### src/rtl/skinny_pkg.sv
// Shared types and constants for the Skinny-64 serial SubCells stage.
// Holds the 4-bit S-box tables, state/nibble typedefs and the FSM encoding.
// No logic lives here; the inverse table is used only when SKINNY_SUBCELLS_INV_EN is defined.
package skinny_pkg;

  typedef logic [63:0] state_t;
  typedef logic [3:0]  nib_t;

  typedef enum logic [1:0] {
    IDLE  = 2'd0,
    RUN   = 2'd1,
    DRAIN = 2'd2,
    DONE  = 2'd3
  } fsm_e;

  localparam int NUM_NIB_DEF = 16;
  localparam int LATENCY     = 18;

  // Forward Skinny-64 S-box, indexed by the input nibble.
  localparam nib_t SBOX4 [16] = '{
    4'hC, 4'h6, 4'h9, 4'h0, 4'h1, 4'hA, 4'h2, 4'hB,
    4'h3, 4'h8, 4'h5, 4'hD, 4'h4, 4'hE, 4'h7, 4'hF
  };

  // Inverse Skinny-64 S-box, indexed by the substituted nibble.
  localparam nib_t SBOX4_INV [16] = '{
    4'h3, 4'h4, 4'h6, 4'h8, 4'hC, 4'hA, 4'h1, 4'hE,
    4'h9, 4'h2, 4'h5, 4'h7, 4'h0, 4'hB, 4'hD, 4'hF
  };

endpackage

### src/rtl/skinny_sbox4_reg.sv
// Single 4-bit Skinny S-box lookup followed by an output register.
// Latency: 1 cycle from din to dout; registers every cycle, no enable.
// No backpressure; the caller decides when dout is consumed. inv port exists only with SKINNY_SUBCELLS_INV_EN.
module skinny_sbox4_reg
  import skinny_pkg::*;
(
  input  logic clk,
  input  logic rst_n,
`ifdef SKINNY_SUBCELLS_INV_EN
  input  logic inv,
`endif
  input  nib_t din,
  output nib_t dout
);

  nib_t sub;

`ifdef SKINNY_SUBCELLS_INV_EN
  assign sub = inv ? SBOX4_INV[din] : SBOX4[din];
`else
  assign sub = SBOX4[din];
`endif

  // Register the substituted nibble so the lookup is isolated by a flop stage.
  always_ff @(posedge clk or negedge rst_n) begin
    if (!rst_n) dout <= '0;
    else        dout <= sub;
  end

endmodule

### src/rtl/skinny_subcells_serial.sv
// Nibble-serial Skinny-64 SubCells: one S-box, 16 nibbles streamed LSB nibble first.
// Latency: out_valid is high 18 edges after acceptance, counting the accepting edge.
// Backpressure: one state in flight; in_ready low until DONE handshakes. Optional inverse via SKINNY_SUBCELLS_INV_EN.
module skinny_subcells_serial
  import skinny_pkg::*;
#(
  parameter int NUM_NIB = NUM_NIB_DEF
) (
  input  logic        clk,
  input  logic        rst_n,
`ifdef SKINNY_SUBCELLS_INV_EN
  input  logic        inv,
`endif
  input  logic        in_valid,
  output logic        in_ready,
  input  logic [63:0] in_state,
  output logic        out_valid,
  input  logic        out_ready,
  output logic [63:0] out_state,
  output logic        busy
);

  if (NUM_NIB != 16) begin : g_bad_num_nib
    $error("skinny_subcells_serial supports NUM_NIB == 16 only");
  end

  fsm_e       st;
  logic [3:0] cnt;
  state_t     in_sr;
  state_t     out_sr;
  nib_t       sbox_q;
  logic       accept;

  assign accept    = (st == IDLE) && in_valid && in_ready;
  assign out_state = out_sr;

`ifdef SKINNY_SUBCELLS_INV_EN
  logic inv_q;

  // Latch the direction at acceptance so a changing inv cannot corrupt a state mid-flight.
  always_ff @(posedge clk or negedge rst_n) begin
    if (!rst_n)      inv_q <= 1'b0;
    else if (accept) inv_q <= inv;
  end
`endif

  skinny_sbox4_reg u_sbox (
    .clk   (clk),
    .rst_n (rst_n),
`ifdef SKINNY_SUBCELLS_INV_EN
    .inv   (inv_q),
`endif
    .din   (in_sr[3:0]),
    .dout  (sbox_q)
  );

  // Control FSM with registered handshake and busy outputs.
  always_ff @(posedge clk or negedge rst_n) begin
    if (!rst_n) begin
      st        <= IDLE;
      cnt       <= '0;
      in_ready  <= 1'b0;
      out_valid <= 1'b0;
      busy      <= 1'b0;
    end else begin
      case (st)
        IDLE: begin
          in_ready <= 1'b1;
          if (accept) begin
            st       <= RUN;
            cnt      <= '0;
            in_ready <= 1'b0;
            busy     <= 1'b1;
          end
        end
        RUN: begin
          // 4-bit counter wraps to 0 on the same edge that leaves RUN.
          cnt <= cnt + 4'd1;
          if (cnt == 4'd15) st <= DRAIN;
        end
        DRAIN: begin
          st        <= DONE;
          busy      <= 1'b0;
          out_valid <= 1'b1;
        end
        DONE: begin
          if (out_ready) begin
            st        <= IDLE;
            out_valid <= 1'b0;
            in_ready  <= 1'b1;
          end
        end
        default: st <= IDLE;
      endcase
    end
  end

  // Input shift register: load on accept, then present one nibble per RUN cycle.
  always_ff @(posedge clk or negedge rst_n) begin
    if (!rst_n)           in_sr <= '0;
    else if (accept)      in_sr <= in_state;
    else if (st == RUN)   in_sr <= {4'h0, in_sr[63:4]};
  end

  // Output shift register: S-box results enter at the top, so nibble 0 lands lowest after 16 shifts.
  // RUN cycle 0 is skipped because the S-box register does not yet hold nibble 0.
  always_ff @(posedge clk or negedge rst_n) begin
    if (!rst_n)
      out_sr <= '0;
    else if ((st == RUN && cnt != 4'd0) || st == DRAIN)
      out_sr <= {sbox_q, out_sr[63:4]};
  end

endmodule

### config.mk
export PLATFORM = sky130hd
export DESIGN_NAME = skinny_subcells_serial
export DESIGN_NICKNAME = d
export VERILOG_FILES = /design/src/rtl/skinny_pkg.sv /design/src/rtl/skinny_sbox4_reg.sv /design/src/rtl/skinny_subcells_serial.sv
export SDC_FILE = /design/constraint.sdc
export NUM_CORES = 1
export LEC_CHECK = 0
export CAP_MARGIN = 20
export CORE_MARGIN = 1
export CORE_UTILIZATION = 40
export DETAILED_ROUTE_END_ITERATION = 10
export PLACE_DENSITY = 0.7
export SLEW_MARGIN = 20
export SYNTH_ARGS = -nofsm -noshare
export SYNTH_HDL_FRONTEND = slang
export SYNTH_SLANG_ARGS = --single-unit
### constraint.sdc
create_clock -name clk -period 5 [get_ports clk]
set_input_delay 1 -clock clk [delete_from_list [all_inputs] [get_ports clk]]
set_output_delay 1 -clock clk [all_outputs]
set_load 0.005 [all_outputs]
==> flow_summary_export.csv, run 1 <==
group,metric,value,unit
layout,layout_common_cells,"dfrtp_1, clkdlybuf4s50_1, o21ai_0",
global_route,antenna_found_initial,0,
logic_synthesis,postSynthNetCount,573,
logic_synthesis,synthArstFlopShare,100,%
floorplanning,num_io_pins,135,
sta,max_clock_freq,351,MHz
floorplanning,row_count,44,
routing,ant_nets,0,
logic_synthesis,ys_ff_latch,141,
logic_synthesis,ys_types,34,
global_route,grt_start_max_net_pins,113,
clock_tree,clkSinkCount,141,
worst_setup_path,critPathArrivalTime,3.15,ns
global_route,grt_pass1_wl,19600,µm
routing,drc_errors,14,
floorplanning,coreArea,14700,µm²
sta,fin_crit_sh,56.9,%
status,status,"finished with violations",
layout,final_common_cell,"dfrtp_1",
sta,setup_viol_count_final,0,
clock_tree,cts_buffers,17,
clock_tree,tritoncts,"built",
logic_synthesis,synth_cells,495,
worst_setup_path,critPathCaptureType,"register",
global_route,grt-ovfl-total,0,
logic_synthesis,yosysWarnings,0,
worst_setup_path,slowest_delay,0.77,ns
routing,vias_per_cell,5.02,
routing,drt-wirelength-per-cell,14.6,µm
worst_setup_path,required,5.30,ns
logic_synthesis,synthesis.area,6080,µm²
global_route,grt_use_total,16.1,%
routing,first_pass_iters,7,
clock_tree,cts_setup_buffers,0,
placement,finalWeightedCongestion,0.751,
sta,fin_crit,2.85,ns
worst_setup_path,critPathSlowestCell,"a21oi_4",
floorplanning,initial_utilization,41.4,%
clock_tree,ctsHoldBuffers,0,
floorplanning,die-area,15700,µm²
worst_setup_path,worstSetupPathType,"register to register",
clock_tree,cts_buffer_depth,2,
routing,dr.first_iter.drc_count,254,
status,violations,"DRC",
layout,diodes,0,
pwr,ir_drop,0.261,mV
sta,clock_skew,0.00782,ns
logic_synthesis,syn_area_per_cell,12.3,µm²
logic_synthesis,synth-edff-count,0,
layout,drive_gt1_share,16.3,%
layout,nets,702,
sta,hold_violations,0,
clock_tree,root_buffer,"clkbuf_16",
placement,place_hpwl,8230,µm
routing,num_vias,4122,
clock_tree,cts-htree-levels,4,
clock_tree,clk_latency,0.42,ns
clock_tree,clk_pin_slew_worst_paths,0.06,ns
sta,setup_tns,0,ns
job,maxCapViolCount,0,
floorplanning,die_y,125,µm
placement,port_buffers,134,
worst_setup_path,crit_fanout,33,
min_path,hold_path_class,"register to register",
worst_setup_path,start_kind,"register",
worst_setup_path,crit_chain,"inv_1, ha_1, or3b_4, a21oi_4, buf_4, mux2_2",
logic_synthesis,ys_seq_area_share,58.0,%
sta,worst_slew_pin_slew,0.973,ns
sta,slew_viol_final,0,
pwr,power.leakage,3.46,nW
routing,wirelength,12000,µm
global_route,grt_pass1_vias,4036,
layout,area_delta_synth_final,35.0,%
sta,slew_headroom,35.0,%
layout,stdcell_area,8210,µm²
clock_tree,cts_resized,0,
sta,rsz0062_at_grt,"false",
pwr,power.density,700,nW/µm²
logic_synthesis,yosys_most_used_dff,"dfrtp_1",
floorplanning,die_x,125,µm
placement,dpl-instance-area,7540,µm²
-- final cells by class --
type | instances | area, µm²
repair buffers | 139 | 1400
fillers | 1215 | 6490
flip-flops and latches | 141 | 3530
clock inverters | 11 | 163
well taps | 184 | 230
multi-input cells | 317 | 2380
inverters | 8 | 30.0
clock buffers | 21 | 470
-- cells by family after synthesis --
group / share of synthesized area [%]
AND/OR/NAND/NOR: 6.34
XOR/XNOR: 0.144
adder cells (fa/ha/maj): 2.06
flip-flops: 58.0
multiplexers: 22.4
AO/OA/AOI/OAI: 7.94
buffers and inverters: 3.07
-- metal layers --
layer	routed length (µm)	vias up	track usage (%)
met2	5760	132	25.8
met5	0	-	0
met1	5350	1993	20.1
met4	170	0	6.67
met3	743	14	5.22
li1	-	1983	-
-- cells in the mapped netlist (2+ instances only) --
master / n / area [µm²]
a21oi_1: 2 / 10.0
buf_1: 3 / 11.3
buf_2: 8 / 40.0
buf_4: 2 / 15.0
buf_6: 4 / 45.0
clkbuf_1: 12 / 45.0
dfrtp_1: 141 / 3530
ha_1: 10 / 125
inv_1: 8 / 30.0
mux2_1: 5 / 56.3
mux2_2: 61 / 687
mux2i_1: 62 / 621
nand2_1: 68 / 255
nand2b_1: 6 / 37.5
nand3_1: 4 / 20.0
nor2_1: 8 / 30.0
o21ai_0: 73 / 365
o31ai_1: 2 / 15.0
-- power breakdown --
part	switching [mW]	internal (mW)
Clock	0.453	0.871
Sequential	0.395	1.73
Combinational	0.921	1.38
-- path summary, 6_finish.rpt --
kind,startpoint,endpoint,slack (ns),depth (start not counted)
max,cnt[0]$_DFFE_PN0P_,out_state[26]$_DFFE_PN0P_,2.15,6
min,u_sbox.dout[2]$_DFF_PN0_,out_state[62]$_DFFE_PN0P_,0.46,1
max reg2reg,cnt[0]$_DFFE_PN0P_,out_state[26]$_DFFE_PN0P_,2.15,6
min reg2reg,u_sbox.dout[2]$_DFF_PN0_,out_state[62]$_DFFE_PN0P_,0.46,1
max in group asynchronous,rst_n,in_sr[9]$_DFFE_PN0P_,3.38,2
min in group asynchronous,rst_n,out_state[42]$_DFFE_PN0P_,0.68,1
-- registers in the layout (all words and copies together) (netlist names) --
name and count:
in_ready 1, cnt 4, busy 1, in_sr 64, out_valid 1, u_sbox.dout 4, st 2, out_state 64
-- worst max-delay path, delay by kind of cell, from the launching register on --
| family | cells | cell delay, ns |
|---|---|---|
| buffers and inverters | 2 | 0.58 |
| and+or+nand+nor | 1 | 0.39 |
| adders and majority gates | 1 | 0.15 |
| AOI/OAI and AO/OA | 1 | 0.77 |
| DFF | 1 | 0.41 |
| muxes | 1 | 0.39 |
-- metrics by stage --
| step | hold WS, ns | total power, mW | worst slack (ns) | instances | util [%] |
|---|---|---|---|---|---|
| finish | 0.458 | 5.75 | 2.15 | 821 | 55.8 |
| global placement | 0.440 | 4.34 | 2.01 | 788 | 51.3 |
| detailed placement | 0.446 | 4.45 | 1.98 | 788 | 51.3 |
| floorplan | 0.433 | 3.56 | 3.03 | 495 | - |
| CTS | 0.464 | 5.81 | 2.12 | 820 | 55.6 |
| global route | 0.481 | 6.14 | 1.91 | 821 | 55.8 |
Power figures use the tool's default switching activity.
==> run 2, diff against run 1 <==
--- a/config.mk
+++ b/config.mk
@@ -9,7 +9,7 @@
 export CORE_MARGIN = 1
 export CORE_UTILIZATION = 40
 export DETAILED_ROUTE_END_ITERATION = 10
-export PLACE_DENSITY = 0.7
+export PLACE_DENSITY = 0.72
 export SLEW_MARGIN = 20
 export SYNTH_ARGS = -nofsm -noshare
 export SYNTH_HDL_FRONTEND = slang
==> constraint.sdc (replaced) <==
create_clock -name clk -period 2.6 [get_ports clk]
set_input_delay 0.52 -clock clk [delete_from_list [all_inputs] [get_ports clk]]
set_output_delay 0.52 -clock clk [all_outputs]
set_load 0.005 [all_outputs]
==> flow_summary_export.csv, run 2 (synthesis gave the netlist of run 1 again) <==
group,metric,value,unit
worst_setup_path,critPathArrivalTime,2.34,ns
sta,slew_headroom,66.5,%
sta,setup_viol_count_final,0,
floorplanning,die-area,15700,µm²
floorplanning,num_io_pins,135,
floorplanning,initial_utilization,41.4,%
routing,first_pass_iters,7,
placement,place_hpwl,8510,µm
job,maxCapViolCount,0,
layout,drive_gt1_share,16.9,%
clock_tree,root_buffer,"clkbuf_16",
worst_setup_path,crit_fanout,64,
worst_setup_path,critPathCaptureType,"register",
layout,fill_cells,1189,
layout,seqCellArea,3530,µm²
layout,multi_input_area,2380,µm²
status,status,"finished with violations",
layout,area_delta_synth_final,36.3,%
routing,vias_per_cell,5.00,
clock_tree,cts-htree-levels,4,
routing,wl_met1,5470,µm
worst_setup_path,start_kind,"register",
global_route,grt_start_max_net_pins,68,
clock_tree,clkSinkCount,141,
worst_setup_path,worstSetupPathType,"register to register",
routing,route.met2.wl,5870,µm
routing,wl_met3,800,µm
routing,dr.first_iter.drc_count,171,
routing,num_vias,4118,
layout,final_common_cell,"dfrtp_1",
clock_tree,cts_buffer_depth,2,
global_route,antenna_found_initial,0,
worst_setup_path,required,2.89,ns
pwr,power.density,1350,nW/µm²
sta,worst_slew_pin_slew,0.503,ns
clock_tree,ctsHoldBuffers,0,
pwr,ir_drop,0.585,mV
layout,diodes,0,
clock_tree,clk_latency,0.41,ns
clock_tree,clk_pin_slew_worst_paths,0.06,ns
floorplanning,coreArea,14700,µm²
layout,nets,706,
pwr,power.leakage,3.48,nW
clock_tree,cts_setup_buffers,0,
sta,fin_crit_sh,78.9,%
routing,dr.max_layer_used,"met4",
floorplanning,die_x,125,µm
global_route,grt_pass1_vias,4147,
placement,finalWeightedCongestion,0.781,
layout,layout_common_cells,"dfrtp_1, clkdlybuf4s50_1, o21ai_0",
routing,drt-wirelength-per-cell,14.9,µm
sta,max_clock_freq,487,MHz
placement,place_ws,0.552,ns
sta,rsz0062_at_grt,"false",
routing,wirelength,12300,µm
global_route,grt_pass1_wl,20200,µm
worst_setup_path,r2r_setup_slack,0.55,ns
status,violations,"DRC",
sta,clock_skew,0.00474,ns
placement,port_buffers,134,
sta,fin_crit,2.05,ns
clock_tree,cts_resized,0,
sta,setup_slack,0.548,ns
floorplanning,row_count,44,
sta,hold_violations,0,
sta,setup_tns,0,ns
clock_tree,tritoncts,"built",
routing,drc_errors,14,
clock_tree,cts_buffers,17,
routing,ant_nets,0,
global_route,grt_use_total,16.4,%
floorplanning,die_y,125,µm
sta,slew_viol_final,0,
global_route,grt-ovfl-total,0,
min_path,hold_path_class,"primary input to asynchronous set/reset pin",
==> run 2: changes by cell type in the layout (fill, tap and decap cells not counted), moves of 3 or more <==
cell / delta
buf_12: +5
clkbuf_8: -4
clkinv_2: -4
clkinv_4: +3
clkinvlp_4: +4
==> run 2: final timing paths <==
check | cells after the start | to | start
worst min register to register | 1 | out_state[62]$_DFFE_PN0P_ | u_sbox.dout[2]$_DFF_PN0_
worst max-delay path | 6 | out_state[45]$_DFFE_PN0P_ | cnt[0]$_DFFE_PN0P_
min in group clk | 1 | out_state[62]$_DFFE_PN0P_ | u_sbox.dout[2]$_DFF_PN0_
worst min-delay path | 1 | out_state[26]$_DFFE_PN0P_ | rst_n
worst max register to register | 6 | out_state[45]$_DFFE_PN0P_ | cnt[0]$_DFFE_PN0P_
max in group asynchronous | 2 | out_state[45]$_DFFE_PN0P_ | rst_n
==> run 2: layer usage <==
layer  GRT usage [%]  vias to the layer above
met5               0                        -
met4            6.46                        0
met3            4.71                       12
met2            27.1                      130
li1                -                     1994
met1            20.3                     1982
==> run 2: stage by stage <==
| stage | hold slack [ns] | area, µm² | util, % | instances | total power [mW] |
|---|---|---|---|---|---|
| after floorplan | 0.224 | 6080 | - | 495 | 6.84 |
| after detailed placement | 0.450 | 7640 | 52.0 | 793 | 8.68 |
| after global placement | 0.440 | 7640 | 52.0 | 793 | 8.43 |
| final | 0.0500 | 8290 | 56.4 | 824 | 11.2 |
| after CTS | 0.0643 | 8290 | 56.4 | 824 | 11.3 |
| after global routing | 0.0834 | 8290 | 56.4 | 824 | 11.9 |
==> run 2: where the power goes <==
part / internal (mW) / switching (mW)
Combinational: 2.70 / 1.80
Sequential: 3.32 / 0.748
Clock: 1.70 / 0.914
Total: 7.72 / 3.47
==> run 2: worst max-delay path, stage by stage, from the launching register on <==
cell	delay (ns)
dfrtp_1	0.42
inv_1	0.08
ha_1	0.14
or3b_4	0.38
a21oi_4	0.17
buf_12	0.30
mux2_2	0.39
==> run 2: layout make-up <==
cell class              count  share of cell area, %
flip-flops and latches    141                   42.6
inverters                   8                  0.362
clock buffers              17                   5.13
clock inverters            14                   2.66
well taps                 184                   2.78
repair buffers            143                   17.8
multi-input cells         317                   28.8
==> run 3, diff against run 2 <==
--- a/config.mk
+++ b/config.mk
@@ -9,7 +9,7 @@
 export CORE_MARGIN = 1
 export CORE_UTILIZATION = 40
 export DETAILED_ROUTE_END_ITERATION = 10
-export PLACE_DENSITY = 0.72
+export PLACE_DENSITY = 0.7
 export SLEW_MARGIN = 20
 export SYNTH_ARGS = -nofsm -noshare
 export SYNTH_HDL_FRONTEND = slang
==> constraint.sdc (replaced) <==
create_clock -name clk -period 1.9 [get_ports clk]
set_input_delay 0.38 -clock clk [delete_from_list [all_inputs] [get_ports clk]]
set_output_delay 0.38 -clock clk [all_outputs]
set_load 0.005 [all_outputs]
==> flow_summary_export.csv, run 3 (synthesis gave the netlist of run 1 again) <==
group,metric,value,unit
sta,rsz0062_at_grt,"true",
floorplanning,initial_utilization,41.4,%
placement,place_hpwl,8860,µm
worst_setup_path,r2r_end,"out_state[42]$_DFFE_PN0P_",
layout,layout_common_cells,"dfrtp_1, clkdlybuf4s50_1, o21ai_0",
clock_tree,cts-htree-levels,4,
sta,worst_slew_pin_slew,0.480,ns
clock_tree,tritoncts,"built",
layout,final_common_cell,"dfrtp_1",
clock_tree,cts_buffers,17,
clock_tree,cts_buffer_depth,2,
floorplanning,die_x,125,µm
clock_tree,clkSinkCount,141,
floorplanning,die-area,15700,µm²
clock_tree,clk_latency,0.42,ns
pwr,ir_drop,0.734,mV
worst_setup_path,worstSetupPathType,"register to register",
sta,whs,0.462,ns
sta,clock_skew,0.00785,ns
status,violations,"DRC",
pwr,clockPowerShare,20.6,%
placement,dpl-instance-area,7790,µm²
clock_tree,clk_pin_slew_worst_paths,0.06,ns
layout,stdcell_area,8450,µm²
global_route,grt_pass1_wl,21100,µm
worst_setup_path,crit_fanout,15,
min_path,hold_path_class,"register to register",
worst_setup_path,r2r_setup_slack,0.01,ns
layout,final_util,57.5,%
sta,setup_tns,0,ns
routing,drt-wirelength-per-cell,15.0,µm
clock_tree,root_buffer,"clkbuf_16",
sta,slew_viol_final,0,
sta,fin_crit,1.89,ns
pwr,power.density,1840,nW/µm²
floorplanning,coreArea,14700,µm²
worst_setup_path,r2r-start,"cnt[0]$_DFFE_PN0P_",
worst_setup_path,critPathCaptureType,"register",
sta,max_clock_freq,530,MHz
pwr,comb_power_share,43.3,%
pwr,swShare,31.4,%
min_path,min_to,"out_state[62]$_DFFE_PN0P_",
layout,drive_gt1_share,18.9,%
floorplanning,row_count,44,
placement,port_buffers,134,
job,maxCapViolCount,0,
sta,fin_crit_sh,99.3,%
global_route,antenna_found_initial,0,
routing,dr.first_iter.drc_count,199,
min_path,whs_path_depth,1,
placement,finalWeightedCongestion,0.780,
global_route,grt-ovfl-total,0,
routing,ant_nets,0,
sta,slew_headroom,68.0,%
layout,nets,721,
global_route,grt_use_total,17.0,%
layout,area_delta_synth_final,39.0,%
worst_setup_path,r2r_cells,7,
global_route,grt_start_max_net_pins,65,
worst_setup_path,critPathArrivalTime,2.19,ns
min_path,hold_start,"u_sbox.dout[2]$_DFF_PN0_",
pwr,seqPwrFrac,36.1,%
routing,vias_per_cell,4.98,
worst_setup_path,start_kind,"register",
pwr,internal-power,10.7,mW
pwr,power.leakage,3.60,nW
global_route,grt_pass1_vias,4307,
layout,diodes,0,
routing,drc_errors,14,
routing,num_vias,4186,
worst_setup_path,required,2.20,ns
routing,first_pass_iters,10,
sta,setup_viol_count_final,0,
sta,hold_violations,0,
routing,wirelength,12600,µm
floorplanning,num_io_pins,135,
floorplanning,die_y,125,µm
status,status,"finished with violations",
pwr,net-switching-power,4.89,mW
==> run 3: cell count changes in the layout (fill, tap and decap cells not counted), sizes merged <==
cell and change:
buf +13, bufinv -3, clkinv +3, clkbuf +2, clkinvlp -2, inv +2
dlygate4sd3 +1
==> run 3: worst max-delay path: stages, from the launching register on <==
cell	delay (ns)
dfrtp_1	0.37
inv_1	0.06
ha_1	0.14
or3b_4	0.38
a21oi_4	0.16
buf_12	0.16
buf_12	0.16
mux2_2	0.34
==> run 3: power groups by stage <==
stage	clock network [mW]	logic, mW	registers, mW
after global routing	3.44	7.39	5.85
after detailed placement	0	6.53	5.69
after floorplan	0	3.98	5.38
final	3.22	6.74	5.63
after CTS	3.30	6.61	5.65
after global placement	0	6.28	5.63
==> run 3: cell type report <==
class | count | area (µm²)
fillers | 1229 | 6250
flip-flops and latches | 141 | 3530
multi-input cells | 317 | 2410
repair buffers | 158 | 1670
clock buffers | 18 | 439
well taps | 184 | 230
clock inverters | 14 | 144
inverters | 8 | 30.0
==> run 3: what timing repair did <==
action | in CTS | in global routing
gates resized for setup | 0 | 8
endpoints found under the hold margin | 41 | 0
cloned | 0 | 1
setup endpoints to repair | 24 | 59
buffers inserted | 2 | 0
hold buffers | 1 | 0
==> run 3: routing by layer <==
metal | wire, µm | up-vias | GRT usage [%]
met5 | 0 | - | 0
met4 | 173 | 0 | 6.24
met3 | 799 | 13 | 5.56
met2 | 5890 | 126 | 28.1
met1 | 5740 | 2029 | 20.9
li1 | - | 2018 | -
==> run 3: how the worst max path moves through the flow <==
stage	from	to	slack (ns)	depth (start not counted)
CTS	cnt[0]$_DFFE_PN0P_	out_state[12]$_DFFE_PN0P_	-0.01	7
global placement	cnt[0]$_DFFE_PN0P_	out_state[18]$_DFFE_PN0P_	0.07	7
global route	cnt[1]$_DFFE_PN0P_	out_state[35]$_DFFE_PN0P_	-0.06	7
detailed placement	cnt[0]$_DFFE_PN0P_	out_state[14]$_DFFE_PN0P_	0.02	7
finish	cnt[0]$_DFFE_PN0P_	out_state[42]$_DFFE_PN0P_	0.01	7
floorplan	cnt[0]$_DFFE_PN0P_	out_state[13]$_DFFE_PN0P_	-0.007	6
==> run 3: per-stage QoR <==
| stage | worst slack, ns | std cells | total power, mW |
|---|---|---|---|
| floorplan | -0.00731 | 495 | 9.36 |
| global placement | 0.0703 | 804 | 11.9 |
| detailed placement | 0.0156 | 804 | 12.2 |
| global route | -0.0552 | 840 | 16.7 |
| finish | 0.0133 | 840 | 15.6 |
| CTS | -0.0118 | 839 | 15.6 |
